## config.mk

```make
export PLATFORM = sky130hd
export DESIGN_NAME = ysyx_24110006_ifu
export DESIGN_NICKNAME = d
export VERILOG_FILES = /design/src/rtl/ysyx_24110006_ifu_pkg.sv /design/src/rtl/ysyx_24110006_ifu_perf.sv /design/src/rtl/ysyx_24110006_ifu.sv
export SDC_FILE = /design/constraint.sdc
export NUM_CORES = 1
export LEC_CHECK = 0
export ABC_AREA = 1
export BUFFER_PORTS_ARGS = -buffer_cell sky130_fd_sc_hd__clkbuf_2
export CAP_MARGIN = 10
export CORE_ASPECT_RATIO = 2
export CORE_MARGIN = 2
export CORE_UTILIZATION = 52
export DETAILED_ROUTE_END_ITERATION = 12
export HOLD_SLACK_MARGIN = 0.1
export MAX_ROUTING_LAYER = met4
export PLACE_DENSITY = 0.92
export SLEW_MARGIN = 20
export SYNTH_ARGS = -nofsm -noshare
export SYNTH_HDL_FRONTEND = slang
export SYNTH_SLANG_ARGS = --single-unit
```

## constraint.sdc

```tcl
create_clock -name i_clock -period 2.2 [get_ports i_clock]
set_input_delay 0.33 -clock i_clock [delete_from_list [all_inputs] [get_ports i_clock]]
set_output_delay 0.33 -clock i_clock [all_outputs]
set_load 0.005 [all_outputs]
```

## src/rtl/ysyx_24110006_ifu_pkg.sv

```systemverilog
// Shared definitions for the ysyx_24110006 instruction fetch unit: state encoding,
// reset PC default and the instruction word substituted for faulted fetches.
package ysyx_24110006_ifu_pkg;

  typedef enum logic [1:0] {
    ST_REQ  = 2'd0,
    ST_WAIT = 2'd1,
    ST_HOLD = 2'd2
  } ifu_state_e;

  localparam logic [31:0] IFU_RESET_PC = 32'h8000_0000;
  localparam logic [31:0] ERR_INST     = 32'h0000_0000;
  localparam int unsigned INST_BYTES   = 4;

  function automatic logic is_misaligned(input logic [1:0] addr_lsb);
    return addr_lsb != 2'b00;
  endfunction

endpackage

```

## src/rtl/ysyx_24110006_ifu_perf.sv

```systemverilog
// Performance counters for the fetch unit: decode handshakes and cycles spent
// waiting on memory. Only instantiated when YSYX_24110006_IFU_PERF_EN is defined.
module ysyx_24110006_ifu_perf (
  input  logic        clock_i,
  input  logic        reset_i,
  input  logic        fetch_i,
  input  logic        wait_i,
  output logic [31:0] fetch_cnt_o,
  output logic [31:0] stall_cnt_o
);

  // Free-running wrapping counters.
  always_ff @(posedge clock_i) begin
    if (reset_i) begin
      fetch_cnt_o <= 32'd0;
      stall_cnt_o <= 32'd0;
    end else begin
      if (fetch_i) begin
        fetch_cnt_o <= fetch_cnt_o + 32'd1;
      end
      if (wait_i) begin
        stall_cnt_o <= stall_cnt_o + 32'd1;
      end
    end
  end

endmodule

```

## src/rtl/ysyx_24110006_ifu.sv

```systemverilog
// Instruction fetch unit: one outstanding word fetch, {pc, inst} handed to decode over
// valid/ready, redirects from execute. Optional counters under YSYX_24110006_IFU_PERF_EN.
module ysyx_24110006_ifu
  import ysyx_24110006_ifu_pkg::*;
#(
  parameter int unsigned           XLEN     = 32,
  parameter logic [XLEN-1:0]       RESET_PC = XLEN'(IFU_RESET_PC)
) (
  input  logic            i_clock,
  input  logic            i_reset,
  output logic            o_mem_valid,
  output logic [XLEN-1:0] o_mem_addr,
  input  logic            i_mem_ready,
  input  logic            i_mem_rvalid,
  input  logic [31:0]     i_mem_rdata,
  input  logic            i_mem_err,
  output logic            o_inst_valid,
  output logic [31:0]     o_inst,
  output logic [XLEN-1:0] o_pc,
  output logic            o_fetch_err,
  input  logic            i_inst_ready,
  input  logic            i_redirect_valid,
  input  logic [XLEN-1:0] i_redirect_pc
`ifdef YSYX_24110006_IFU_PERF_EN
  ,
  output logic [31:0]     o_perf_fetch_cnt,
  output logic [31:0]     o_perf_stall_cnt
`endif
);

  ifu_state_e      state_q;
  logic [XLEN-1:0] pc_q;
  logic [31:0]     inst_q;
  logic            err_q;
  logic            kill_q;

  logic mem_fire_s;
  logic dec_fire_s;
  logic redir_mis_s;
  logic in_flight_s;

  // A pending kill holds off new requests until the stale response has drained.
  assign o_mem_valid  = (state_q == ST_REQ) && !kill_q && !i_reset;
  assign o_mem_addr   = pc_q;
  assign mem_fire_s   = o_mem_valid && i_mem_ready;
  assign o_inst_valid = (state_q == ST_HOLD) && !i_redirect_valid && !i_reset;
  assign dec_fire_s   = o_inst_valid && i_inst_ready;
  assign o_inst       = i_reset ? ERR_INST : inst_q;
  assign o_pc         = pc_q;
  assign o_fetch_err  = err_q && !i_reset;
  assign redir_mis_s  = is_misaligned(i_redirect_pc[1:0]);
  assign in_flight_s  = mem_fire_s || ((state_q == ST_WAIT) && !i_mem_rvalid);

  always_ff @(posedge i_clock) begin
    if (i_reset) begin
      state_q <= ST_REQ;
      pc_q    <= RESET_PC;
      inst_q  <= ERR_INST;
      err_q   <= 1'b0;
      kill_q  <= 1'b0;
    end else begin
      if (kill_q && i_mem_rvalid) begin
        kill_q <= 1'b0;
      end
      if (i_redirect_valid) begin
        pc_q <= i_redirect_pc;
        if (redir_mis_s) begin
          state_q <= ST_HOLD;
          inst_q  <= ERR_INST;
          err_q   <= 1'b1;
          if (in_flight_s) begin
            kill_q <= 1'b1;
          end
        end else begin
          case (state_q)
            ST_REQ: begin
              if (mem_fire_s) begin
                kill_q  <= 1'b1;
                state_q <= ST_WAIT;
              end else begin
                state_q <= ST_REQ;
              end
            end
            ST_WAIT: begin
              if (i_mem_rvalid) begin
                state_q <= ST_REQ;
              end else begin
                kill_q  <= 1'b1;
                state_q <= ST_WAIT;
              end
            end
            ST_HOLD: state_q <= ST_REQ;
            default: state_q <= ST_REQ;
          endcase
        end
      end else begin
        case (state_q)
          ST_REQ: begin
            if (mem_fire_s) begin
              state_q <= ST_WAIT;
            end
          end
          ST_WAIT: begin
            if (i_mem_rvalid) begin
              if (kill_q) begin
                state_q <= ST_REQ;
              end else begin
                inst_q  <= i_mem_err ? ERR_INST : i_mem_rdata;
                err_q   <= i_mem_err;
                state_q <= ST_HOLD;
              end
            end
          end
          ST_HOLD: begin
            if (dec_fire_s) begin
              pc_q    <= pc_q + XLEN'(INST_BYTES);
              state_q <= ST_REQ;
            end
          end
          default: state_q <= ST_REQ;
        endcase
      end
    end
  end

`ifdef YSYX_24110006_IFU_PERF_EN
  ysyx_24110006_ifu_perf u_perf (
    .clock_i     (i_clock),
    .reset_i     (i_reset),
    .fetch_i     (dec_fire_s),
    .wait_i      (state_q == ST_WAIT),
    .fetch_cnt_o (o_perf_fetch_cnt),
    .stall_cnt_o (o_perf_stall_cnt)
  );
`endif

endmodule

```

==> impl_metrics.toml, run 1 <==
[cts]
clock_tree.htree_level_count = 3
cts_resized = 0
cts_buffer_depth = 2
numCtsBuffers = 9
number_of_buffers_added_to_fix_hold_violations_after_cts = 0
clock_tree_from_tritoncts = "built"
clk_pin_slew_ns = 0.06
clock_latency_ns = 0.34
post-cts-setup-buffer-count = 0
root_buffer = "clkbuf_16"
cts.sink_count = 68

[place]
place.port_buffers = 169
place_inst = 863
gpl.final_weighted_congestion = 0.939
dp.final_hpwl_um = 8720

[setup_path]
worst-r2r-cell-count = 8
path_max_fanout = 6
r2r_slack_ns = 0.41
cp.required_ns = 2.47
worstSetupStartpointType = "flop"
path_class = "flop to flop"
regToRegStartpoint = "o_mem_addr[2]"
arrival_ns = 2.06
setup.worst_path.end_class = "flop"
timing.rr.end = "o_mem_addr[20]"

[route]
post-route-drc-count = 0
route.vias.total = 4459
vias_per_cell = 5.07
detail_route_antenna_nets = 0
detailedRoute.firstPassIterationCount = 4
routed_wirelength_um = 11600
avgRoutedWirePerCell_um = 13.2
drt_iter0_drc = 284

[worst_hold_path]
holdCritStartpoint = "i_mem_rdata[8]"
holdPathStages = 3
hold_path_class = "input port to flop"
min_delay_worst_endpoint = "inst_q[8]"

[layout]
antenna_cells_inserted = 0
synthToLayoutAreaGrowth_pct = 24.0
layout-drive-gt1-share_pct = 26.9
final_cells = 879
layout.filler_cells = 711
layout.nets = 852

[logic_synthesis]
synth_top_area_share_pct = 33.9
ys.flop_type = "dfxtp_1"
synth-edff-count = 0
yosys.cell_count.top_type = "nand2_1"
synth_largest_area_cell = "dfxtp_1"
synth_seq_area_share_pct = 33.9
synth-seq-cells = 68
synthDistinctLibCells = 35
ys_async_sr_fraction_pct = 0
synth_fp_nets = 720
synth.yosys.warnings = 0
synthTopCellsByArea = "dfxtp_1 (34%), nand2_1 (18%), nor2_1 (8.9%)"
ys_top_cells_by_count = "nand2_1 (196), nor2_1 (95), dfxtp_1 (68), inv_1 (68), nand3_1 (63)"
synthesis.area_per_instance_sq_um = 6.20
synthesis.area_sq_mm = 0.00402
synthCells = 648

[sta]
worst_clock_skew_ns = 0.00559
drv_slew = 0
setup_repair_after_global_routing_missed_its_margin = "no"
fmaxAchievable_mhz = 558
fin_tns_setup_ns = 0
fin_crit_ns = 1.79
fin_crit_sh_pct = 81.4
hold_viol = 0
slew_headroom_pct = 74.9
actual_slew_at_the_worst_max_slew_pin_ns = 0.376
setup_violations = 0

[floorplanning]
horizontal_die_dimension_um = 66.2
rows = 45
die-area_sq_mm = 0.00849
ioPinCount = 170
core-area_sq_mm = 0.00754
initial_core_util_pct = 53.3
die_h_um = 128

[pwr]
static-leakage-power_uw = 0.00240
pwr_density_cell_mw_per_mm2 = 641
worst_ir_drop_vdd_uv = 467

[grt]
grt_antenna_before_repair = 0
first_global_vias = 4103
grt_first_pass_wirelength_um = 18400
grt.total_usage_pct = 28.7
grt_max_degree = 37
grt_overflow_total = 0

[run_status]
run_status = "complete, no violations"

[flow_run]
drv_cap = 0
how the worst max path moves through the flow:
stage / slack [ns] / start / cells past startpoint / endpoint
after floorplan: 0.70 / i_reset / 4 / o_fetch_err
after global placement: 0.48 / o_mem_addr[2] / 8 / o_mem_addr[20]
after detailed placement: 0.42 / o_mem_addr[2] / 8 / o_mem_addr[20]
after CTS: 0.40 / o_mem_addr[2] / 8 / o_mem_addr[20]
after global routing: 0.22 / o_mem_addr[2] / 8 / o_mem_addr[20]
final: 0.41 / o_mem_addr[2] / 8 / o_mem_addr[20]
per-stage QoR:
stage / total power, uW / cell area, sq um / hold slack [ns] / util (%) / setup WS, ns
2_1_floorplan: 1600 / 4020 / 0.445 / - / 0.699
3_3_place_gp: 1750 / 4680 / 0.459 / 62.0 / 0.485
3_5_place_dp: 1760 / 4680 / 0.467 / 62.0 / 0.418
4_1_cts: 3210 / 4980 / 0.204 / 66.0 / 0.404
5_1_grt: 3320 / 4980 / 0.213 / 66.0 / 0.224
6_report: 3190 / 4980 / 0.207 / 66.0 / 0.409
power by group:
part	internal (uW)	switching, uW
clock network	880	576
registers	1280	70.2
logic	167	220
critical path, cell delays in order, from the launching register on:
cell and delay [ns]:
dfxtp_1 0.45, ha_1 0.26, nand2_1 0.09, nor2_1 0.20, nand2_1 0.10, nor2_1 0.18
nand3_1 0.12, o21a_1 0.20, a21oi_1 0.12
sequential cells by signal (all words and copies together), names as in the netlist:
name / cells
inst_q: 32
err_q: 1
o_mem_addr: 32
kill_q: 1
state_q: 2
cell usage in the layout, fill, tap and decap left out, drive strengths merged:
cell and count:
nor2 100, a21oi 31, o21a 1, clkbuf 178
dfxtp 68, buf 11, ha 1, bufinv 1
inv 72, o211ai 1, clkinvlp 3, xor2 4
nand2 198, xnor2 2, nor4 1, o21ai 21
clkinv 3, a221oi 2, nand4 6, a31oi 5
or2 1, a211oi 3, nand3 64, o221ai 1
nor3 7
kinds of logic (layout without fill, tap and decap cells):
family          count (synthesis)  in the layout  share of synthesized area, %
compound gates                 65             65                          9.09
xor+xnor                        6              6                          1.31
fa+ha+maj                       1              1                         0.311
buf+inv                       131            268                          16.3
flops                          68             68                          33.9
simple gates                  377            377                          39.1
metal layers:
metal	track usage (%)	vias to the layer above	wire length, um
met3	5.36	33	706
met4	14.3	0	475
met1	29.3	1975	4150
met2	50.7	183	6230
met5	-	-	0
li1	-	2268	-
area by class of cell:
type,instances,area [sq um],share of cell area (%)
multi-input combinational,449,2000,40.2
clock buffer,9,225,4.52
tap,94,118,2.36
clock inverter,7,75.1,1.51
timing repair buffer,180,928,18.6
inverter,72,270,5.43
sequential,68,1360,27.3
No activity file was read; power rests on OpenSTA's default activity.
==> run 2: changes to the inputs <==
--- a/config.mk
+++ b/config.mk
@@ -10,11 +10,11 @@
 export CAP_MARGIN = 10
 export CORE_ASPECT_RATIO = 2
 export CORE_MARGIN = 2
-export CORE_UTILIZATION = 52
+export CORE_UTILIZATION = 44
 export DETAILED_ROUTE_END_ITERATION = 12
 export HOLD_SLACK_MARGIN = 0.1
 export MAX_ROUTING_LAYER = met4
-export PLACE_DENSITY = 0.92
+export PLACE_DENSITY = 0.83
 export SLEW_MARGIN = 20
 export SYNTH_ARGS = -nofsm -noshare
 export SYNTH_HDL_FRONTEND = slang
==> constraint.sdc (replaced) <==
create_clock -name i_clock -period 1.6 [get_ports i_clock]
set_input_delay 0.24 -clock i_clock [delete_from_list [all_inputs] [get_ports i_clock]]
set_output_delay 0.24 -clock i_clock [all_outputs]
set_load 0.005 [all_outputs]
==> run 2 against run 1 <==
Against the previous run: utilization decreased by 6.1 points; die area up 17%; maximum frequency is 15% higher; combinational power rose by 70%; sequential cell count unchanged; non-clock buffer count is 32 higher; register-to-register slack worse by 0.36 ns; critical path depth is the same; global-route usage down 1.9 points; critical endpoint unchanged.
==> impl_metrics.toml, run 2 (synthesis results as in run 1) <==
[grt]
grt_first_pass_wirelength_um = 20400
grt_max_degree = 40
first_global_vias = 4475
grt_antenna_before_repair = 1
grt_overflow_total = 0
grt.total_usage_pct = 26.8

[pwr]
sequentialPowerShare_pct = 37.8
power_report.internal_total_uw = 3660
power.combinational.fraction_pct = 13.6
switch_share_pct = 24.3
pwr_density_cell_mw_per_mm2 = 900
worst_ir_drop_vdd_uv = 704
static-leakage-power_uw = 0.00261
power_frac_clock_pct = 48.6
power_switching_uw = 1170

[layout]
layout.nets = 884
layout_common_cells = "nand2_1 (196), clkbuf_2 (169), nor2_1 (90)"
synthToLayoutAreaGrowth_pct = 33.6
final_common_cell = "nand2_1"
layout-drive-gt1-share_pct = 31.2
final_cells = 920
multi_input_comb_area_sq_mm = 0.00203
layout.filler_cells = 874
fin_util_pct = 60.0
final-seq-area_sq_mm = 0.00137
stdcell_area_sq_mm = 0.00537

[sta]
setup_repair_after_global_routing_missed_its_margin = "yes"
fin_crit_ns = 1.56
worst_clock_skew_ns = 0.00442
hold_viol = 0
fmaxAchievable_mhz = 643
setup_ws_ns = 0.0438
actual_slew_at_the_worst_max_slew_pin_ns = 0.353
slew_headroom_pct = 76.3
finalHoldWorstSlack_ns = 0.122
drv_slew = 0
fin_crit_sh_pct = 97.3
setup_violations = 0

[cts]
root_buffer = "clkbuf_16"
cts.sink_count = 68
cts_buffer_depth = 2
clock_latency_ns = 0.33
clk_pin_slew_ns = 0.06
clock_tree_from_tritoncts = "built"
numCtsBuffers = 9
clock_tree.htree_level_count = 3
number_of_buffers_added_to_fix_hold_violations_after_cts = 0

[run_status]
run_status = "complete, no violations"

[floorplanning]
die-area_sq_mm = 0.00996
die_h_um = 139
initial_core_util_pct = 44.9
ioPinCount = 170
core-area_sq_mm = 0.00895
horizontal_die_dimension_um = 71.6
rows = 49

[setup_path]
cp.required_ns = 1.87
crit_path_start = "o_mem_addr[2]"
path_max_fanout = 4
regToRegStartpoint = "o_mem_addr[2]"
path_class = "flop to flop"
arrival_ns = 1.83
setup.worst_path.end_class = "flop"
worstSetupStartpointType = "flop"

[place]
pre_cts_setup_slack_ns = 0.0550
dp.final_hpwl_um = 9910
post_dp_cell_area_sq_mm = 0.00497
gpl.final_weighted_congestion = 0.960
place_inst = 902
place.port_buffers = 169

[route]
route.vias.total = 4672
routed_wirelength_um = 12900
detail_route_antenna_nets = 0
drt_iter0_drc = 371
avgRoutedWirePerCell_um = 14.1
post-route-drc-count = 0
vias_per_cell = 5.08
detailedRoute.firstPassIterationCount = 6

[worst_hold_path]
hold_path_class = "input port to flop"
holdCritStartpoint = "i_mem_rdata[23]"

[flow_run]
drv_cap = 0
run 2: cell types whose count changed in the layout (fill, tap and decap cells not counted), moves of 2 or more:
| cell | delta |
|---|---|
| buf_4 | +28 |
| dfxtp_1 | -5 |
| dfxtp_2 | +5 |
| nor2_1 | -5 |
| buf_12 | +4 |
| nor2_2 | +4 |
| clkinvlp_4 | -3 |
| bufinv_16 | +2 |
| clkbuf_8 | +2 |
run 2: through the flow:
| step | TNS [ns] | power [uW] |
|---|---|---|
| floorplan | 0 | 2200 |
| global placement | 0 | 2500 |
| detailed placement | 0 | 2510 |
| CTS | 0 | 4840 |
| global route | -0.214 | 5010 |
| finish | 0 | 4830 |
run 2: power groups by stage:
stage | logic, uW | clock network [uW] | registers (uW)
2_1_floorplan | 339 | 0 | 1870
3_3_place_gp | 646 | 0 | 1850
3_5_place_dp | 652 | 0 | 1860
4_1_cts | 657 | 2370 | 1820
5_1_grt | 728 | 2450 | 1830
6_report | 658 | 2350 | 1820
run 2: worst max-delay path, cell delays in order (launching register included):
cell and delay (ns):
dfxtp_1 0.38, ha_2 0.24, nand2_1 0.09, nor2_2 0.11, nand2_1 0.11, nor2_2 0.15, nand3_1 0.11, o21a_1 0.20
a21oi_1 0.11
run 2: repair_timing:
item / CTS / global route
hold endpoints to repair: 0 / 0
gates resized for setup: 0 / 15
buffers inserted: 0 / 1
endpoints found under the setup margin: 0 / 20
run 2: worst paths after layout:
check / endpoint / slack (ns) / depth (start not counted)
max: o_mem_addr[20] / 0.04 / 8
min: inst_q[23] / 0.12 / 3
max reg2reg: o_mem_addr[20] / 0.04 / 8
min reg2reg: err_q / 0.47 / 2
run 2: metal layers:
layer / wire (um) / vias to the layer above / global-route usage [%]
met3: 860 / 52 / 4.65
met1: 4330 / 2056 / 26.2
met5: 0 / - / -
met4: 660 / 0 / 14.6
li1: - / 2336 / -
met2: 7100 / 228 / 48.1
run 2: area by class of cell:
cell class | instances | share of cell area, %
Inverter | 72 | 5.04
Timing Repair Buffer | 212 | 22.7
Multi-Input combinational cell | 449 | 37.8
Clock inverter | 4 | 1.77
Sequential cell | 68 | 25.5
Clock buffer | 12 | 4.78
Tap cell | 102 | 2.38
Antenna cell | 1 | 0.0466
==> run 3: changes to the inputs <==
--- a/config.mk
+++ b/config.mk
@@ -10,11 +10,11 @@
 export CAP_MARGIN = 10
 export CORE_ASPECT_RATIO = 2
 export CORE_MARGIN = 2
-export CORE_UTILIZATION = 44
+export CORE_UTILIZATION = 48
 export DETAILED_ROUTE_END_ITERATION = 12
 export HOLD_SLACK_MARGIN = 0.1
 export MAX_ROUTING_LAYER = met4
-export PLACE_DENSITY = 0.83
+export PLACE_DENSITY = 0.86
 export SLEW_MARGIN = 20
 export SYNTH_ARGS = -nofsm -noshare
 export SYNTH_HDL_FRONTEND = slang
==> constraint.sdc (replaced) <==
create_clock -name i_clock -period 1.7 [get_ports i_clock]
set_input_delay 0.255 -clock i_clock [delete_from_list [all_inputs] [get_ports i_clock]]
set_output_delay 0.255 -clock i_clock [all_outputs]
set_load 0.005 [all_outputs]
==> run 3 against run 2 <==
Against the previous run: wire length decreased by 7.3%; sequential cell count did not move; combinational power decreased by 12%; cell count decreased by 1.6%; register-to-register slack better by 0.07 ns; highest routed layer unchanged; critical path type unchanged; sequential share of layout area is 0.56 points higher; die area down 8.0%; design area is 2.5% lower; via count fell by 0.92%; non-clock buffer count decreased by 10; maximum frequency shrank 2.0%; largest power group unchanged; first-iteration DRC count fell by 30%.
==> impl_metrics.toml, run 3 (synthesis results as in run 1) <==
[sta]
hold_viol = 0
actual_slew_at_the_worst_max_slew_pin_ns = 0.419
worst_clock_skew_ns = 0.00573
fin_crit_sh_pct = 93.4
slew_headroom_pct = 72.1
drv_slew = 0
setup_violations = 0
fin_crit_ns = 1.59
fmaxAchievable_mhz = 630

[setup_path]
critPathSlowestCell = "dfxtp_1"
arrival_ns = 1.80
cp_cell_sequence = "nand2_1 -> nor2_2 -> nand2_1 -> nor2_4 -> nand2_1 -> nand2_1 -> nand2_1 -> a21oi_1 -> nor2_1"
path_max_fanout = 8
cp.required_ns = 1.91
regToRegStartpoint = "o_mem_addr[11]"
worstSetupStartpointType = "flop"
r2r_slack_ns = 0.11
setup.worst_path.end_class = "flop"
max_stage_delay_ns = 0.45
timing.rr.end = "o_mem_addr[30]"
worst-r2r-cell-count = 9
critPathMostFrequentCell = "nand2_1"
path_class = "flop to flop"

[grt]
first_global_vias = 4278
grt.total_usage_pct = 27.9
grt_overflow_total = 0
grt_max_degree = 40
grt_antenna_before_repair = 0
grt_first_pass_wirelength_um = 19000

[place]
dp.final_hpwl_um = 9150
gpl.final_weighted_congestion = 0.972
post_dp_cell_area_sq_mm = 0.00487
place.port_buffers = 169

[worst_hold_path]
holdPathStages = 3
holdCritStartpoint = "i_mem_rdata[9]"
hold_path_class = "input port to flop"
min_delay_worst_endpoint = "inst_q[9]"

[layout]
layout.nets = 874
antenna_cells_inserted = 0
synthToLayoutAreaGrowth_pct = 30.2
final_common_cell = "nand2_1"
layout-drive-gt1-share_pct = 29.7
fin_util_pct = 64.0
layout.filler_cells = 760
stdcell_area_sq_mm = 0.00523
layout_common_cells = "nand2_1 (196), clkbuf_2 (169), nor2_1 (90)"

[floorplanning]
core-area_sq_mm = 0.00817
die_h_um = 133
die-area_sq_mm = 0.00916
horizontal_die_dimension_um = 68.7
ioPinCount = 170
rows = 47
initial_core_util_pct = 49.2

[cts]
number_of_buffers_added_to_fix_hold_violations_after_cts = 0
clock_latency_ns = 0.33
root_buffer = "clkbuf_16"
clock_tree.htree_level_count = 3
cts_buffer_depth = 2
clock_tree_from_tritoncts = "built"
cts.sink_count = 68
numCtsBuffers = 9
clk_pin_slew_ns = 0.06

[route]
avgRoutedWirePerCell_um = 13.3
drt_iter0_drc = 260
post-route-drc-count = 0
vias_per_cell = 5.11
route.vias.total = 4629
detailedRoute.firstPassIterationCount = 5
detail_route_antenna_nets = 0
routed_wirelength_um = 12000

[run_status]
run_status = "complete, no violations"

[flow_run]
drv_cap = 0

[pwr]
worst_ir_drop_vdd_uv = 745
static-leakage-power_uw = 0.00254
pwr_density_cell_mw_per_mm2 = 834
## run 3: changes by cell type in the layout (fill, tap and decap cells not counted), sizes merged
cell,change
buf,-10
clkbuf,-2
clkinv,+2
bufinv,-1
diode,-1
inv,+1
## run 3: per-stage QoR
| stage | setup WS (ns) | total power, uW | setup TNS (ns) | instances | hold slack, ns |
|---|---|---|---|---|---|
| 2_1_floorplan | 0.211 | 2070 | 0 | 648 | 0.389 |
| 3_5_place_dp | 0.0948 | 2330 | 0 | 888 | 0.470 |
| 6_report | 0.113 | 4360 | 0 | 905 | 0.139 |
| 3_3_place_gp | 0.158 | 2320 | 0 | 888 | 0.457 |
| 5_1_grt | -0.0380 | 4550 | -0.0380 | 905 | 0.150 |
| 4_1_cts | 0.0718 | 4390 | 0 | 904 | 0.135 |
## run 3: timing repair
| action | in CTS | in global routing |
|---|---|---|
| endpoints found under the setup margin | 0 | 8 |
| gates resized for setup | 0 | 8 |
| setup buffers | 0 | 1 |
## run 3: worst max path at each step
stage / start / end / slack (ns) / cells after the start
detailed placement: o_mem_addr[3] / o_mem_addr[20] / 0.09 / 8
floorplan: o_mem_addr[2] / o_mem_addr[20] / 0.21 / 8
global route: o_mem_addr[6] / o_mem_addr[19] / -0.04 / 9
finish: o_mem_addr[11] / o_mem_addr[30] / 0.11 / 9
global placement: o_mem_addr[3] / o_mem_addr[20] / 0.16 / 8
CTS: o_mem_addr[3] / o_mem_addr[20] / 0.07 / 8
## run 3: metal layers
layer  GRT usage [%]  wire [um]  vias up
met1            29.8       4310     2061
met2            45.6       6220      212
met4            16.7        656        0
li1                -          -     2309
met5               -          0        -
met3            5.66        819       47
## run 3: worst max-delay path: cells and delay by family, from the launching register on
kind / cells / cell delay [ns]
flops: 1 / 0.45
compound gates: 1 / 0.12
simple gates: 8 / 0.90
## run 3: power by group
group	switching, uW	internal (uW)
combinational	321	259
sequential	69.9	1650
clock	721	1340
## run 3: cell type report
cell class	instances	area [sq um]	area share, %
Multi-Input combinational cell	449	2020	38.7
Sequential cell	68	1360	26.0
Timing Repair Buffer	202	1120	21.4
Inverter	72	270	5.17
Clock buffer	10	239	4.57
Tap cell	98	123	2.34
Clock inverter	6	95.1	1.82
